`config.mk`:
```
export PLATFORM = sky130hd
export DESIGN_NAME = pulse_event_stamp
export DESIGN_NICKNAME = d
export VERILOG_FILES = /design/src/rtl/pulse_event_stamp.sv
export SDC_FILE = /design/constraint.sdc
export NUM_CORES = 1
export LEC_CHECK = 0
export ABC_AREA = 0
export BUFFER_PORTS_ARGS = -buffer_cell sky130_fd_sc_hd__buf_4
export CAP_MARGIN = 15
export CORE_UTILIZATION = 45
export CTS_CLUSTER_SIZE = 25
export DETAILED_ROUTE_END_ITERATION = 12
export MAX_ROUTING_LAYER = met4
export PLACE_DENSITY_LB_ADDON = 0.1
export SYNTH_ARGS = -nofsm -noshare
export SYNTH_HDL_FRONTEND = slang
export SYNTH_SLANG_ARGS = --single-unit
export TNS_END_PERCENT = 50
```
`constraint.sdc`:
```
create_clock -name clk -period 2 [get_ports clk]
set_clock_uncertainty 0.05 [all_clocks]
set_input_delay 0.2 -clock clk [delete_from_list [all_inputs] [get_ports clk]]
set_output_delay 0.2 -clock clk [all_outputs]
set_load 0.02 [all_outputs]
```
`src/rtl/pulse_event_stamp.sv`:
```
// pulse_event_stamp: timestamps fast-domain event pulses against a free-running counter
// and buffers the stamps in a show-ahead FIFO. Define PES_DELTA_EN to store inter-event deltas.
module pulse_event_stamp #(
    parameter int TS_W  = 16,
    parameter int DEPTH = 4
) (
    input  logic                   clk,
    input  logic                   rst,
    input  logic                   evt_pulse,
    output logic                   out_valid,
    input  logic                   out_ready,
    output logic [TS_W-1:0]        out_ts,
    output logic [$clog2(DEPTH):0] level,
    output logic                   ovf,
    input  logic                   ovf_clr
);

    localparam int ADDR_W = $clog2(DEPTH);
    localparam logic [ADDR_W:0] FULL_LEVEL = (ADDR_W + 1)'(DEPTH);

    logic [TS_W-1:0]   ts_cnt;
    logic [TS_W-1:0]   stamp;
    logic [TS_W-1:0]   mem [DEPTH];
    logic [ADDR_W-1:0] wr_ptr;
    logic [ADDR_W-1:0] rd_ptr;
    logic              push;
    logic              pop;

    // Outputs depend only on registered state, so out_ready never reaches out_valid/out_ts.
    assign out_valid = (level != '0);
    assign out_ts    = mem[rd_ptr];
    assign pop       = out_valid & out_ready;
    assign push      = evt_pulse & ((level != FULL_LEVEL) | pop);

    // NOTE: sequential state uses non-blocking assignments so every register samples pre-edge values.
    always_ff @(posedge clk) begin
        if (rst) begin
            ts_cnt <= '0;
        end else begin
            ts_cnt <= ts_cnt + 1'b1;
        end
    end

`ifdef PES_DELTA_EN
    logic [TS_W-1:0] ts_prev;

    // Dropped events also advance ts_prev, so a delta is always time since the previous event.
    always_ff @(posedge clk) begin
        if (rst) begin
            ts_prev <= '0;
        end else if (evt_pulse) begin
            ts_prev <= ts_cnt;
        end
    end

    assign stamp = ts_cnt - ts_prev;
`else
    assign stamp = ts_cnt;
`endif

    // NOTE: storage array has no reset; contents are only observable through out_valid-qualified reads.
    always_ff @(posedge clk) begin
        if (!rst && push) begin
            mem[wr_ptr] <= stamp;
        end
    end

    always_ff @(posedge clk) begin
        if (rst) begin
            wr_ptr <= '0;
            rd_ptr <= '0;
            level  <= '0;
        end else begin
            if (push) begin
                wr_ptr <= wr_ptr + 1'b1;
            end
            if (pop) begin
                rd_ptr <= rd_ptr + 1'b1;
            end
            case ({push, pop})
                2'b10:   level <= level + 1'b1;
                2'b01:   level <= level - 1'b1;
                default: level <= level;
            endcase
        end
    end

    // A drop in the same cycle as ovf_clr wins, so no overflow is ever lost.
    always_ff @(posedge clk) begin
        if (rst) begin
            ovf <= 1'b0;
        end else if (evt_pulse && !push) begin
            ovf <= 1'b1;
        end else if (ovf_clr) begin
            ovf <= 1'b0;
        end
    end

endmodule

```
==> impl_metrics.prom <==
# TYPE chip_impl_metric gauge
chip_impl_info{name="rsz0062_at_grt",value="true"} 1
chip_impl_info{name="critical_path.endpoint_type",value="register"} 1
chip_impl_metric{name="multi_input_comb_area",unit="mm^2"} 0.00109
chip_impl_metric{name="routedWlPerCell",unit="um"} 15.8
chip_impl_metric{name="post-route-drc-count",unit=""} 0
chip_impl_metric{name="synth.avg_cell_area",unit="um^2"} 16.0
chip_impl_info{name="post-synth-top-count-cell",value="edfxtp_1"} 1
chip_impl_metric{name="number_of_sinks_driven_by_the_clock_tree",unit=""} 90
chip_impl_metric{name="synthArstFlopShare",unit=""} 0
chip_impl_metric{name="die-height",unit="um"} 91.2
chip_impl_info{name="synth-main-ff-cell",value="edfxtp_1"} 1
chip_impl_metric{name="groute.usage.overall",unit=""} 0.164
chip_impl_metric{name="yosys_register_bits",unit=""} 90
chip_impl_metric{name="rows",unit=""} 32
chip_impl_metric{name="grt_pass1_vias",unit=""} 1935
chip_impl_metric{name="mappedNetlistArea",unit="mm^2"} 0.00358
chip_impl_metric{name="synth_sequential_area_ratio",unit=""} 0.683
chip_impl_metric{name="cts_max_path_buffers",unit=""} 2
chip_impl_metric{name="cts_buffers",unit=""} 9
chip_impl_metric{name="worst_slew_margin_rel",unit=""} 0.745
chip_impl_metric{name="period_minus_slack",unit="ns"} 1.96
chip_impl_metric{name="finish.net_count",unit=""} 272
chip_impl_metric{name="utilization",unit=""} 0.549
chip_impl_metric{name="yosys_warnings",unit=""} 0
chip_impl_metric{name="syn_to_final_growth",unit="%"} 18.6
chip_impl_metric{name="clock_share_of_power",unit=""} 0.325
chip_impl_metric{name="reg_power_frac",unit=""} 0.521
chip_impl_info{name="cts_tree",value="yes"} 1
chip_impl_metric{name="fin_ws",unit="ns"} 0.0417
chip_impl_metric{name="power_per_cell_area",unit="mW/mm^2"} 940
chip_impl_metric{name="max_cap_viol_count",unit=""} 0
chip_impl_metric{name="cts_max_level",unit=""} 3
chip_impl_metric{name="ff2ff_setup_slack",unit="ns"} 0.04
chip_impl_metric{name="cell_variety_after_synth",unit=""} 39
chip_impl_info{name="crit_path_kind",value="register to register"} 1
chip_impl_metric{name="final.fill_count",unit=""} 630
chip_impl_metric{name="place_hpwl",unit="um"} 3610
chip_impl_metric{name="post_detailed_route_count_of_antenna_violating_nets",unit=""} 0
chip_impl_metric{name="final-hold-violation-count",unit=""} 0
chip_impl_metric{name="final.period_utilization",unit=""} 0.979
chip_impl_metric{name="holdWs",unit="ns"} 0.0660
chip_impl_metric{name="worst_ir_drop_vdd",unit="mV"} 0.393
chip_impl_metric{name="num_io_pins",unit=""} 26
chip_impl_metric{name="drive_above_1_share",unit=""} 0.308
chip_impl_metric{name="pre_cts_slack",unit="ns"} 0.0153
chip_impl_metric{name="synth_enable_flop_cells",unit=""} 64
chip_impl_metric{name="critPathRequiredTime",unit="ns"} 2.20
chip_impl_info{name="route.top_layer_used",value="met4"} 1
chip_impl_metric{name="placement.io_buffers",unit=""} 25
chip_impl_metric{name="place_congestion",unit=""} 0.691
chip_impl_metric{name="die_w",unit="um"} 91.2
chip_impl_metric{name="drt_pass1_iterations",unit=""} 4
chip_impl_metric{name="worst_pin_slew",unit="ns"} 0.382
chip_impl_metric{name="dr.first_iter.drc_count",unit=""} 61
chip_impl_metric{name="synth_top_area_frac",unit=""} 0.537
chip_impl_metric{name="wl_met1",unit="um"} 2610
chip_impl_info{name="synth_commonest_cells",value="64 x edfxtp_1, 26 x dfxtp_1, 23 x nor2_1"} 1
chip_impl_metric{name="wl_met3",unit="um"} 199
chip_impl_metric{name="met2_wirelength",unit="um"} 2950
chip_impl_info{name="run_status",value="complete, no violations"} 1
chip_impl_metric{name="clkSlewWorstSetupHoldPaths",unit="ns"} 0.07
chip_impl_info{name="min-delay-path-class",value="input pin to register"} 1
chip_impl_metric{name="achievable_clock_frequency",unit="MHz"} 511
chip_impl_info{name="timing.critical_path.from_type",value="register"} 1
chip_impl_info{name="synth.top_cells.by_area",value="edfxtp_1 54%, dfxtp_1 15%, mux4_2 10%"} 1
chip_impl_metric{name="coreArea",unit="mm^2"} 0.00773
chip_impl_metric{name="cell_internal_pwr",unit="mW"} 3.06
chip_impl_metric{name="syn-num-nets",unit=""} 234
chip_impl_metric{name="final_max_slew_viol_count",unit=""} 0
chip_impl_metric{name="grt_first_pass_wirelength",unit="um"} 9790
chip_impl_metric{name="post_drt_via_cell_ratio",unit=""} 5.10
chip_impl_metric{name="net-switching-power",unit="mW"} 0.929
chip_impl_info{name="clk_root_buffer_cell",value="clkbuf_8"} 1
chip_impl_metric{name="syn-instance-count",unit=""} 223
chip_impl_metric{name="worstPathMaxFanout",unit=""} 3
chip_impl_metric{name="total_gr_overflow",unit=""} 0
chip_impl_metric{name="post_route_setup_tns",unit="ns"} 0
chip_impl_metric{name="timing.critical_path.arrival",unit="ns"} 2.16
chip_impl_info{name="synth_largest_area_cell",value="edfxtp_1"} 1
chip_impl_metric{name="setup-violations-final",unit=""} 0
chip_impl_metric{name="combPwrFrac",unit=""} 0.154
chip_impl_metric{name="totalWireLength",unit="um"} 5820
chip_impl_metric{name="design.die.area",unit="mm^2"} 0.00831
chip_impl_metric{name="sequential_cell_area",unit="mm^2"} 0.00245
chip_impl_metric{name="swShare",unit=""} 0.233
chip_impl_metric{name="design_area",unit="mm^2"} 0.00424
chip_impl_metric{name="source_to_sink_clock_delay_at_the_later_pin_of_the_worst_skew_pair",unit="ns"} 0.35
chip_impl_metric{name="grt_antenna_before_repair",unit=""} 0
chip_impl_metric{name="p_leak",unit="nW"} 1.44
chip_impl_metric{name="num_antenna_cells",unit=""} 0
chip_impl_metric{name="initial_core_util",unit=""} 0.463
chip_impl_metric{name="number_of_vias_after_detailed_routing",unit=""} 1875
chip_impl_metric{name="placedInstanceArea",unit="mm^2"} 0.00399
chip_impl_metric{name="largest_net_degree_at_the_start_of_global_routing",unit=""} 29
## registers in the layout, indices dropped and copies added (netlist names), named ones only
name    count
stamp      16
mem        64
rd_ptr      2
wr_ptr      2
ovf         1
level       3
## repair_timing
item / in CTS / in global routing
hold buffers: 0 / 0
pin swaps: 1 / 5
resized for setup: 0 / 5
setup endpoints to repair: 1 / 1
buffers inserted: 0 / 2
cloned: 0 / 0
## logic make-up (layout without fill, tap and decap cells)
| logic type | Yosys count | in the layout | share of synthesized area |
|---|---|---|---|
| compound gates | 13 | 13 | 0.0297 |
| xor+xnor | 16 | 16 | 0.0392 |
| fa+ha+maj | 6 | 6 | 0.0231 |
| buf+inv | 17 | 60 | 0.0203 |
| flops | 90 | 90 | 0.683 |
| mux | 18 | 18 | 0.107 |
| simple gates | 63 | 63 | 0.0983 |
## layout make-up
cell class / count / area share
Sequential cell: 90 / 0.578
Multi-Input combinational cell: 116 / 0.257
Timing Repair Buffer: 36 / 0.0784
Clock buffer: 12 / 0.0318
Tap cell: 102 / 0.0301
Clock inverter: 4 / 0.0183
Inverter: 8 / 0.00708
## cells in the final DEF (no fill, tap or decap), types with 2 or more instances in the layout
cell type / count
clkbuf_1: 3
and2_1: 4
nor3_1: 4
dfxtp_1: 23
dfxtp_4: 2
nand3_1: 7
nor4_2: 3
a21oi_1: 3
nand2_1: 5
o21ai_0: 2
xnor2_1: 10
edfxtp_1: 64
nor2b_1: 2
nand3b_1: 2
nor2_1: 23
buf_12: 5
inv_1: 7
ha_1: 5
xor2_1: 6
nand4_1: 2
mux4_2: 16
or3_1: 2
nand2b_1: 2
buf_4: 31
bufinv_16: 2
clkbuf_8: 9
## path summary, 6_finish.rpt
check	from	endpoint	depth (start not counted)
setup / recovery	level[1]	level[1]	7
hold reg to reg	ovf	ovf	2
hold / removal	ovf_clr	ovf	3
setup reg to reg	level[1]	level[1]	7
## critical path, cell delays in order, from the launching register on
cell and delay, ns:
dfxtp_4 0.34, or3_4 0.39, nand2_4 0.07, or2_4 0.11
fa_1 0.43, inv_1 0.09, o2111ai_2 0.11, a221oi_2 0.28
## power groups by stage
stage          Sequential [mW]  Clock, mW  Combinational (mW)
6_report                  2.08       1.30               0.613
5_1_grt                   2.09       1.40               0.663
4_1_cts                   2.08       1.34               0.592
3_5_place_dp              2.13          0               0.590
3_3_place_gp              2.12          0               0.588
2_1_floorplan             2.14          0               0.363
## per-stage QoR
stage | instances | power (mW)
CTS | 366 | 4.02
global route | 368 | 4.15
finish | 368 | 3.99
floorplan | 223 | 2.50
global placement | 350 | 2.71
detailed placement | 350 | 2.72
## layer usage
layer | global-route usage | vias up
met5 | - | -
met1 | 0.198 | 919
met2 | 0.267 | 32
met4 | 0.0635 | 0
li1 | - | 918
met3 | 0.0394 | 6
No activity file was read; power rests on OpenSTA's default activity.
